--- src/rtl/imem_loader_pkg.sv ---
// Shared definitions for the instruction-memory loader.
// HALT_OPCODE is also used by the control-unit decode, so it lives here.
package imem_loader_pkg;

    // Loader FSM states
    typedef enum logic [1:0] {
        ST_IDLE  = 2'd0,
        ST_RECV  = 2'd1,
        ST_WRITE = 2'd2,
        ST_DONE  = 2'd3
    } load_state_e;

    localparam logic [5:0] HALT_OPCODE    = 6'b111111;
    localparam int         BYTES_PER_WORD = 4;
    localparam int         BYTE_CNT_W     = $clog2(BYTES_PER_WORD);

    // Halt is decided on the opcode field alone; the low 26 bits are ignored.
    function automatic logic is_halt(input logic [31:0] word);
        return word[31:26] == HALT_OPCODE;
    endfunction

endpackage

--- src/rtl/imem_loader_word_assembler.sv ---
// Big-endian word assembler: shifts bytes in from the bottom so the first
// byte of a word ends up in [31:24] and the fourth in [7:0].
// word_out and full describe the word as it will stand after this cycle's
// shift, so the parent can capture a complete word on the accepting edge.
module word_assembler
    import imem_loader_pkg::*;
(
    input  logic        CLK,
    input  logic        Reset,
    input  logic        shift_en,
    input  logic        clear,
    input  logic [7:0]  byte_in,
    output logic        full,
    output logic [31:0] word_out
);

    localparam logic [BYTE_CNT_W-1:0] LAST_BYTE = BYTE_CNT_W'(BYTES_PER_WORD - 1);

    logic [31:0]           word_q, word_d;
    logic [BYTE_CNT_W-1:0] cnt_q, cnt_d;
    logic [31:0]           word_shift;

    // Each byte lane moves up one position on a shift; the new byte enters lane 0.
    assign word_shift[7:0] = byte_in;
    for (genvar gi = 1; gi < BYTES_PER_WORD; gi++) begin : g_lane
        assign word_shift[gi*8 +: 8] = word_q[(gi-1)*8 +: 8];
    end

    // Next shift-register contents and byte count
    always_comb begin
        word_d = word_q;
        cnt_d  = cnt_q;
        if (clear) begin
            word_d = '0;
            cnt_d  = '0;
        end else if (shift_en) begin
            word_d = word_shift;
            cnt_d  = cnt_q + BYTE_CNT_W'(1);
        end
    end

    assign full     = shift_en && !clear && (cnt_q == LAST_BYTE);
    assign word_out = word_d;

    // Shift register and byte counter state
    always_ff @(posedge CLK or negedge Reset) begin
        if (!Reset) begin
            word_q <= '0;
            cnt_q  <= '0;
        end else begin
            word_q <= word_d;
            cnt_q  <= cnt_d;
        end
    end

endmodule

--- src/rtl/imem_loader.sv ---
// Instruction-memory writer: takes a byte stream over valid/ready, builds
// big-endian 32-bit words, writes them to consecutive word addresses from 0
// and holds the CPU until the halt instruction is stored or memory is full.
// Every output is a flop; output values are derived from the next state.
module imem_loader
    import imem_loader_pkg::*;
#(
    parameter int ADDR_W = 8
) (
    input  logic              CLK,
    input  logic              Reset,
    input  logic              start,
    input  logic              byte_valid,
    input  logic [7:0]        byte_data,
    output logic              byte_ready,
    output logic              InsMemRW,
    output logic              imem_we,
    output logic [ADDR_W-1:0] imem_addr,
    output logic [31:0]       imem_wdata,
    output logic              cpu_hold,
    output logic              done,
    output logic              err_overflow
);

    // Address of the final word slot; writing there without a halt is an overflow.
    localparam logic [ADDR_W-1:0] LAST_WORD_ADDR = {{(ADDR_W-2){1'b1}}, 2'b00};
    localparam logic [ADDR_W-1:0] WORD_STEP      = ADDR_W'(BYTES_PER_WORD);

    load_state_e       state_q, state_d;
    logic [ADDR_W-1:0] addr_q, addr_d;
    logic [31:0]       wdata_q, wdata_d;
    logic              ovf_q, ovf_d;
    logic              we_q, we_d;
    logic              ready_q, ready_d;
    logic              rw_q, rw_d;
    logic              hold_q, hold_d;
    logic              done_q, done_d;

    logic              accept;
    logic              asm_clear;
    logic              asm_full;
    logic [31:0]       asm_word;

    // A byte transfers only while the registered ready is high (RECV only).
    assign accept = byte_valid && ready_q;

    word_assembler u_word_assembler (
        .CLK      (CLK),
        .Reset    (Reset),
        .shift_en (accept),
        .clear    (asm_clear),
        .byte_in  (byte_data),
        .full     (asm_full),
        .word_out (asm_word)
    );

    // State register
    always_ff @(posedge CLK or negedge Reset) begin
        if (!Reset) begin
            state_q <= ST_IDLE;
        end else begin
            state_q <= state_d;
        end
    end

    // Next state plus address, write data and overflow bookkeeping
    always_comb begin
        state_d   = state_q;
        addr_d    = addr_q;
        wdata_d   = wdata_q;
        ovf_d     = ovf_q;
        asm_clear = 1'b0;
        case (state_q)
            ST_IDLE, ST_DONE: begin
                if (start) begin
                    state_d   = ST_RECV;
                    addr_d    = '0;
                    ovf_d     = 1'b0;
                    asm_clear = 1'b1;
                end
            end
            ST_RECV: begin
                // start is deliberately ignored while receiving
                if (asm_full) begin
                    state_d = ST_WRITE;
                    wdata_d = asm_word;
                end
            end
            ST_WRITE: begin
                if (is_halt(wdata_q)) begin
                    state_d = ST_DONE;
                    ovf_d   = 1'b0;
                end else if (addr_q == LAST_WORD_ADDR) begin
                    state_d = ST_DONE;
                    ovf_d   = 1'b1;
                end else begin
                    state_d   = ST_RECV;
                    addr_d    = addr_q + WORD_STEP;
                    asm_clear = 1'b1;
                end
            end
            default: begin
                state_d = ST_IDLE;
            end
        endcase
    end

    // Output values for the coming state, registered below
    always_comb begin
        ready_d = (state_d == ST_RECV);
        rw_d    = (state_d == ST_RECV) || (state_d == ST_WRITE);
        we_d    = (state_d == ST_WRITE);
        hold_d  = (state_d != ST_DONE);
        done_d  = (state_d == ST_DONE);
    end

    // Datapath and output registers
    always_ff @(posedge CLK or negedge Reset) begin
        if (!Reset) begin
            addr_q  <= '0;
            wdata_q <= '0;
            ovf_q   <= 1'b0;
            we_q    <= 1'b0;
            ready_q <= 1'b0;
            rw_q    <= 1'b0;
            hold_q  <= 1'b1;
            done_q  <= 1'b0;
        end else begin
            addr_q  <= addr_d;
            wdata_q <= wdata_d;
            ovf_q   <= ovf_d;
            we_q    <= we_d;
            ready_q <= ready_d;
            rw_q    <= rw_d;
            hold_q  <= hold_d;
            done_q  <= done_d;
        end
    end

    assign byte_ready   = ready_q;
    assign InsMemRW     = rw_q;
    assign imem_we      = we_q;
    assign imem_addr    = addr_q;
    assign imem_wdata   = wdata_q;
    assign cpu_hold     = hold_q;
    assign done         = done_q;
    assign err_overflow = ovf_q;

endmodule

--- config.mk ---
export PLATFORM = sky130hd
export DESIGN_NAME = imem_loader
export DESIGN_NICKNAME = d
export VERILOG_FILES = /design/src/rtl/imem_loader_pkg.sv /design/src/rtl/imem_loader_word_assembler.sv /design/src/rtl/imem_loader.sv
export SDC_FILE = /design/constraint.sdc
export NUM_CORES = 1
export LEC_CHECK = 0
export CAP_MARGIN = 20
export CORE_ASPECT_RATIO = 1.4
export CORE_MARGIN = 4
export CORE_UTILIZATION = 55
export DETAILED_ROUTE_END_ITERATION = 7
export HOLD_SLACK_MARGIN = 0.05
export PLACE_DENSITY_LB_ADDON = 0.05
export SLEW_MARGIN = 20
export SYNTH_ARGS = -nofsm -noshare
export SYNTH_HDL_FRONTEND = slang
export SYNTH_SLANG_ARGS = --single-unit
--- constraint.sdc ---
create_clock -name CLK -period 2.75 [get_ports CLK]
set_input_delay 0.55 -clock CLK [delete_from_list [all_inputs] [get_ports CLK]]
set_output_delay 0.55 -clock CLK [all_outputs]
set_load 0.01 [all_outputs]
==> results of run 1 <==
-- final cells by class --
class	instances	area [µm²]
clock buffer	10	138
tap	68	85.1
timing repair buffer	60	586
fill	400	1550
sequential	72	1800
clock inverter	6	90.1
inverter	6	22.5
multi-input combinational	154	1250
-- power by group through the flow --
stage / sequential (mW) / combinational, mW / clock [mW]
floorplan: 1.81 / 0.716 / 0
finish: 1.74 / 1.45 / 0.938
CTS: 1.75 / 1.47 / 0.955
global placement: 1.74 / 1.42 / 0
global route: 1.80 / 1.59 / 1.00
detailed placement: 1.76 / 1.46 / 0
-- critical path, delay by kind of cell (launching register included) --
kind	cells	cell delay, ns
compound gates	2	0.51
fa+ha+maj	2	0.61
buf+inv	2	0.14
flops	1	0.40
simple gates	1	0.26
-- logic make-up after synthesis --
kind of cell               Yosys count
AOI/OAI and AO/OA                   20
xor gates and xnor gates             1
adders and majority gates            7
buffers and inverters               23
DFF                                 72
muxes                               58
other                                1
and+or+nand+nor                     66
-- flip-flops by register name, indices dropped and copies added, names as in the netlist --
| name | cells |
|---|---|
| imem_wdata | 32 |
| u_word_assembler.word_q | 24 |
| imem_addr | 6 |
| state_q | 2 |
| u_word_assembler.cnt_q | 2 |
| InsMemRW | 1 |
| byte_ready | 1 |
| cpu_hold | 1 |
| done | 1 |
| err_overflow | 1 |
| imem_we | 1 |
-- routing by layer --
layer / share of wire, % / vias to the layer above / track usage, % / routed length [µm]
met5: 0 / - / 0 / 0
met2: 49 / 51 / 30.5 / 3030
met1: 45 / 1070 / 25.0 / 2760
met4: 2.1 / 0 / 9.12 / 130
li1: - / 1002 / - / -
met3: 4.5 / 12 / 3.83 / 276
-- path summary, 6_finish.rpt --
| path | end | cells past startpoint | slack, ns | from |
|---|---|---|---|---|
| worst min register to register | imem_wdata[13] | 1 | 0.51 | imem_wdata[13] |
| max in group asynchronous | imem_wdata[11] | 1 | 1.84 | Reset |
| worst max-delay path | InsMemRW | 7 | 0.71 | state_q[0] |
| min in group CLK | imem_wdata[13] | 1 | 0.51 | imem_wdata[13] |
| worst max register to register | InsMemRW | 7 | 0.71 | state_q[0] |
| worst min-delay path | imem_addr[3] | 1 | 0.31 | Reset |
-- cell usage in the layout (no fill, tap or decap), types with 5 or more instances in the layout --
| cell type | instances |
|---|---|
| buf_4 | 6 |
| clkbuf_8 | 10 |
| clkdlybuf4s50_1 | 54 |
| dfrtp_1 | 71 |
| ha_1 | 7 |
| inv_1 | 6 |
| mux2_2 | 32 |
| mux2i_1 | 26 |
| nand2_1 | 8 |
| nand3_1 | 6 |
| nor2_1 | 5 |
| nor3_1 | 26 |
| o21ai_0 | 5 |
-- through the flow --
stage / setup slack (ns) / cells / util [%] / hold WS [ns]
after floorplan: 0.886 / 249 / - / 0.254
after global placement: 0.547 / 360 / 67.9 / 0.487
after detailed placement: 0.521 / 360 / 67.9 / 0.493
after CTS: 0.723 / 376 / 72.0 / 0.354
after global routing: 0.644 / 376 / 72.0 / 0.384
final: 0.711 / 376 / 72.0 / 0.313
==> summary.md, run 1 <==
| Metric | Value |
|---|---|
| Number of enable flip-flop cells after synthesis | `0` |
| Worst Max-Slew Pin Slew | `slightly below 0.9 ns` |
| Synth Area in Compound Gates | `4.84%` |
| Hold-fix buffers, CTS | `0` |
| Kind of start point of the critical path | `flip-flop` |
| Global placer's final weighted congestion | `around 0.79` |
| Clock insertion delay at the later pin of the skew report | `0.34 ns` |
| First-pass GRT wire length | `10.7 mm` |
| Synth unique cells | `41` |
| Power share of the sequential group | `between 40% and 50%` |
| Critical path endpoint category | `flip-flop` |
| Final antenna diode count | `0` |
| Resized Gates After CTS | `0` |
| Most instantiated cells after synthesis | `dfrtp_1, mux2_2, mux2i_1, nor3_1, nand2_1` |
| Initial antenna violation count | `0` |
| Detailed-route wire length | `about 6.2 mm` |
| Design Power | `around 4.1 mW` |
| Overflow left after global routing | `0` |
| Cell internal power dissipation | `about 2.8 mW` |
| Maximum resistive drop on vdd | `slightly above 700 µV` |
| Critical-path cell with the highest stage delay | `dfrtp_1` |
| Number of cell rows | `32` |
| Power density over the cells | `between 1000 and 1500 mW/mm²` |
| Critical path class | `flip-flop to flip-flop` |
| Min cycle time layout | `about 2 ns` |
| Mean instance size in the synthesized netlist | `between 10 and 15 µm²` |
| Total number of yosys warnings | `0` |
| Clock sinks | `just over 70` |
| Cell area after placement | `roughly 0.0037 mm²` |
| Number of buffer cells added on primary ports | `between 50 and 60` |
| Starting density of the core | `roughly 57%` |
| Inserted Clock Buffers | `9` |
| Buffer cell driving the clock tree root | `clkbuf_8` |
| Clock tree from TritonCTS | `yes` |
| Tightest Hold Check Type | `input pin to asynchronous set/reset pin` |
| Unrepaired setup endpoints after global routing | `no` |
| Maximum frequency from static timing analysis | `491 MHz` |
| Maximum net fanout on the critical path | `11` |
| Detail Placement HPWL | `4.01 mm` |
| Total track usage | `between 15 and 20%` |
| Number of global-route vias before repair | `2224` |
| Fraction of the mapped netlist area in adder cells | `under 10%` |
| Portion of total power attributed to the clock network | `about 23%` |
| Flip-flop and latch count after synthesis | `72` |
| Synth Flop Type | `dfrtp_1` |
| Post-detailed-route wirelength per cell | `16.5 µm` |
| Proportion of synthesized area in mux cells | `19.7%` |
| Delay of the slowest cell on the worst path | `approximately 0.40 ns` |
| Fraction of registers with async set or reset after synthesis | `100%` |
| Area of the core region | `0.00553 mm²` |
| Synth Area in XOR/XNOR | `less than 1%` |
| Standby leakage power | `1.92 nW` |
| Top-level port count | `58` |
| Ratio of final minimum period to clock period | `74.1%` |
| Number of buffers inserted to repair setup after CTS | `0` |
| Final Skew | `0.0118 ns` |
| Count of endpoints failing setup in the final report | `0` |
| Status | `finished clean` |
| Count of max-cap constraint violations | `0` |
| Clock-pin slew of the registers on the worst-case setup and hold paths | `roughly 0.080 ns` |
| Die boundary width | `~72 µm` |
| Length of the first detailed-routing pass in iterations | `4` |
| Routed via count | `about 2.1k` |
| Remaining number of nets flagged by the antenna check after routing | `0` |
| Cell count after synthesis | `about 250` |
| Fin nets | `322` |
| Post-route design area | `a little under 0.004 mm²` |
| Post-synthesis cell type with the largest combined area | `dfrtp_1` |
| Area of the mapped netlist | `0.00315 mm²` |
| Final routed DRC violation total | `0` |
| Worst max-slew margin expressed relative to the limit | `40.5%` |
| Sequence of cells on the critical path | `inv_1 -> ha_1 -> and3_1 -> a22oi_1 -> a32o_1 -> inv_1 -> ha_1` |
| Die footprint | `between 0.007 and 0.008 mm²` |
| Basic-gate share of the synthesized area counting and, or, nand and nor cells | `between 10% and 20%` |
| Violation count after the first detailed-routing iteration | `184` |
| Final-layout setup total negative slack | `0 ns` |
| Switching share of power | `a little under a third` |
| Chip height | `97.6 µm` |
| Max H-tree Level | `3` |
| Dominant combinational cell family by area after synthesis | `multiplexers` |
| NetSw | `roughly 1.3 mW` |
| Cell with the most instances after synthesis | `dfrtp_1` |
| Share of post-route cells with drive strength above 1 | `between 15 and 20%` |
| Via-per-instance ratio | `approximately 5.7` |
| Area Overhead vs Synth | `26.1%` |
| Arrival time reported for the critical path endpoint | `around 2.3 ns` |
| Sequential element share of the synthesized area | `57.2%` |
| Synth top area share | `56.3%` |
| Max Slew Vio Count | `0` |
| Number of failing hold endpoints at the final stage | `0` |
| Largest net degree at the start of global routing | `73` |
| CTS max path bufs | `2` |
| Cell types with the largest area share after synthesis | `dfrtp_1, mux2_2, mux2i_1` |
| Relative contribution of combinational cells to total power | `around a third` |
| WP data required | `a little under 3 ns` |
Power figures use the tool's default switching activity.
==> run 2: changes to the inputs <==
- CORE_UTILIZATION: 55 -> 51
- clock period: 2.75 -> 1.9 ns (I/O delays scaled with it)
==> run 2 against run 1 <==
Against the previous run: design area up 2.2%; cell count up 3.2%; combinational power grew 53%; maximum frequency grew 11%; first-iteration DRC count down 46%; routed wire length rose by 1.8%; hold slack better by 0.17 ns; critical path type unchanged; critical endpoint is now imem_addr[7]; largest cell class unchanged; highest routed layer unchanged.
==> summary.md, run 2 (synthesis gave the netlist of run 1 again) <==
| Metric | Value |
|---|---|
| Via-per-instance ratio | `5.52 (-2.8%)` |
| CTS max path bufs | `2 (unchanged)` |
| Count of max-cap constraint violations | `0 (unchanged)` |
| Violation count after the first detailed-routing iteration | `99 (-46%)` |
| WP data required | `2.16 ns (-0.82 ns)` |
| Final-layout setup total negative slack | `0 ns (unchanged)` |
| Status | `finished clean` |
| Arrival time reported for the critical path endpoint | `2.09 ns (-0.18 ns)` |
| Chip height | `101 µm (+3.5%)` |
| Reg-to-reg slack, setup | `0.07 ns (-0.64 ns)` |
| Power density over the cells | `1420 mW/mm² (+37%)` |
| Clock sinks | `72 (unchanged)` |
| Maximum frequency from static timing analysis | `546 MHz (+11%)` |
| Most used cells in the layout excluding fill and tap cells | `dfrtp_1, clkdlybuf4s50_1, mux2_2` |
| Area Overhead vs Synth | `28.9%` |
| Final antenna diode count | `0 (unchanged)` |
| Share of post-route cells with drive strength above 1 | `22.3% (+2.5 points)` |
| Sum of buffers and inverters on the critical path | `1 (-1)` |
| Max H-tree Level | `3 (unchanged)` |
| Inserted Clock Buffers | `9 (unchanged)` |
| Number of failing hold endpoints at the final stage | `0 (unchanged)` |
| Slack of the critical path | `0.0698 ns (-0.642 ns)` |
| Worst max-slew margin expressed relative to the limit | `59.7% (+19 points)` |
| Length of the first detailed-routing pass in iterations | `4 (unchanged)` |
| Critical-path cell with the highest stage delay | `or4_1` |
| Family with the most delay on the worst path | `simple AND/OR/NAND/NOR gates` |
| Number of buffer cells added on primary ports | `55 (unchanged)` |
| Routed via count | `2142 (+0.33%)` |
| Worst Max-Slew Pin Slew | `0.603 ns (-0.290 ns)` |
| Fin nets | `333 (+3.4%)` |
| Starting density of the core | `53.1% (-4.0 points)` |
| Kind of start point of the critical path | `flip-flop` |
| Standby leakage power | `1.95 nW (+1.9%)` |
| Buffer cell driving the clock tree root | `clkbuf_8` |
| Final routed DRC violation total | `0 (unchanged)` |
| Clock insertion delay at the later pin of the skew report | `0.34 ns (about the same)` |
| Post-Route Utilization | `68.4% (-3.6 points)` |
| Remaining number of nets flagged by the antenna check after routing | `0 (unchanged)` |
| Top-level port count | `58 (unchanged)` |
| Critical R2R Capture | `imem_addr[7]` |
| Number of cell rows | `33 (+3.1%)` |
| Overflow left after global routing | `0 (unchanged)` |
| Sequence of cells on the critical path | `inv_1 -> ha_2 -> nor2b_4 -> or3_4 -> or4_1 -> a21boi_1` |
| Max Slew Vio Count | `0 (unchanged)` |
| Count of endpoints failing setup in the final report | `0 (unchanged)` |
| Detail Placement HPWL | `4.22 mm (+5.3%)` |
| Largest net degree at the start of global routing | `49 (-33%)` |
| Die footprint | `0.00752 mm² (+7.1%)` |
| Total track usage | `18.5% (-0.74 points)` |
| Source of the worst register-to-register timing path | `state_q[0]` |
| Clock tree from TritonCTS | `yes` |
| Maximum net fanout on the critical path | `5 (-6)` |
| Final Skew | `0.00968 ns (-0.00209 ns)` |
| Critical path endpoint category | `flip-flop` |
| Cell area after placement | `0.00387 mm² (+3.2%)` |
| First-pass GRT wire length | `10.6 mm (-1.0%)` |
| Number of global-route vias before repair | `2216 (-0.36%)` |
| Die boundary width | `74.5 µm (+3.4%)` |
| Area of the core region | `0.00595 mm² (+7.6%)` |
| Global placer's final weighted congestion | `0.848 (+7.8%)` |
| Detailed-route wire length | `6.30 mm (+1.8%)` |
| Tightest Hold Check Type | `input pin to asynchronous set/reset pin` |
| Number of fill cells | `496 (+24%)` |
| Min cycle time layout | `1.83 ns (-0.208 ns)` |
| Most common library cell in the layout ignoring fill and taps | `dfrtp_1` |
| Post-detailed-route wirelength per cell | `16.2 µm (-1.4%)` |
| Clock-pin slew of the registers on the worst-case setup and hold paths | `0.07 ns (about the same)` |
| Worst slack, placed | `-0.102 ns (-0.623 ns)` |
| Worst R2R Path Depth | `6 (-1)` |
| Critical path class | `flip-flop to flip-flop` |
| Final instance count without filler cells | `388 (+3.2%)` |
| Unrepaired setup endpoints after global routing | `no` |
| Ratio of final minimum period to clock period | `96.3% (+22 points)` |
| Delay of the slowest cell on the worst path | `0.40 ns (about the same)` |
| Flip-flop count of the largest register after layout | `32 (unchanged)` |
| Post-route design area | `0.00407 mm² (+2.2%)` |
| Inst Count DP | `371 (+3.1%)` |
| Maximum resistive drop on vdd | `953 µV (+31%)` |
| Initial antenna violation count | `0 (unchanged)` |
==> run 2: cell count changes in the layout (fill, tap and decap cells not counted), sizes merged <==
cell | previous run | this run
dlygate4sd3 | 0 | 1
buf | 6 | 15
bufinv | 2 | 0
inv | 7 | 6
clkinvlp | 1 | 0
clkbuf | 10 | 12
nor3 | 27 | 28
clkinv | 2 | 3
==> run 2: layout make-up <==
type | count | area [µm²] | area share, %
clock inverter | 3 | 18.8 | 0.462
clock buffer | 12 | 145 | 3.57
inverter | 6 | 22.5 | 0.554
sequential | 72 | 1800 | 44.3
multi-input combinational | 155 | 1280 | 31.4
tap | 70 | 87.6 | 2.15
timing repair buffer | 70 | 713 | 17.5
==> run 2: what timing repair did <==
action / 4_1_cts / 5_1_grt
resized for setup: 3 / 2
hold endpoints to repair: 23 / 0
pin swaps: 1 / 1
endpoints found under the setup margin: 27 / 16
setup buffers: 0 / 0
hold buffers: 1 / 0
gates cloned: 1 / 0
==> run 2: how the worst max path moves through the flow <==
| stage | start | end | slack [ns] | cells after the start |
|---|---|---|---|---|
| after global placement | start | imem_addr[7] | -0.10 | 5 |
| after CTS | state_q[1] | InsMemRW | 0.01 | 6 |
| after floorplan | state_q[0] | imem_addr[7] | 0.04 | 6 |
| final | state_q[0] | imem_addr[7] | 0.07 | 6 |
| after detailed placement | state_q[0] | u_word_assembler.word_q[17] | -0.10 | 5 |
| after global routing | state_q[0] | imem_addr[7] | 0.0002 | 6 |
==> run 2: where the power goes <==
part | internal (mW) | switching (mW) | total [mW] | leakage [nW]
Clock | 0.501 | 0.529 | 1.03 | 0.0862
Combinational | 1.28 | 0.946 | 2.22 | 0.926
Sequential | 2.13 | 0.381 | 2.52 | 0.941
==> run 2: metrics by stage <==
| stage | power (mW) | hold slack (ns) |
|---|---|---|
| 6_report | 5.77 | 0.479 |
| 5_1_grt | 6.15 | 0.481 |
| 4_1_cts | 5.85 | 0.483 |
| 3_5_place_dp | 4.77 | 0.307 |
| 3_3_place_gp | 4.69 | 0.304 |
| 2_1_floorplan | 3.65 | 0.0844 |
==> run 2: layer usage <==
layer,share of wire (%),track usage (%),vias to the layer above
li1,-,-,1026
met1,44,23.0,1064
met2,51,30.2,46
met3,4.1,5.49,6
met4,0.92,6.85,0
met5,0,0,-
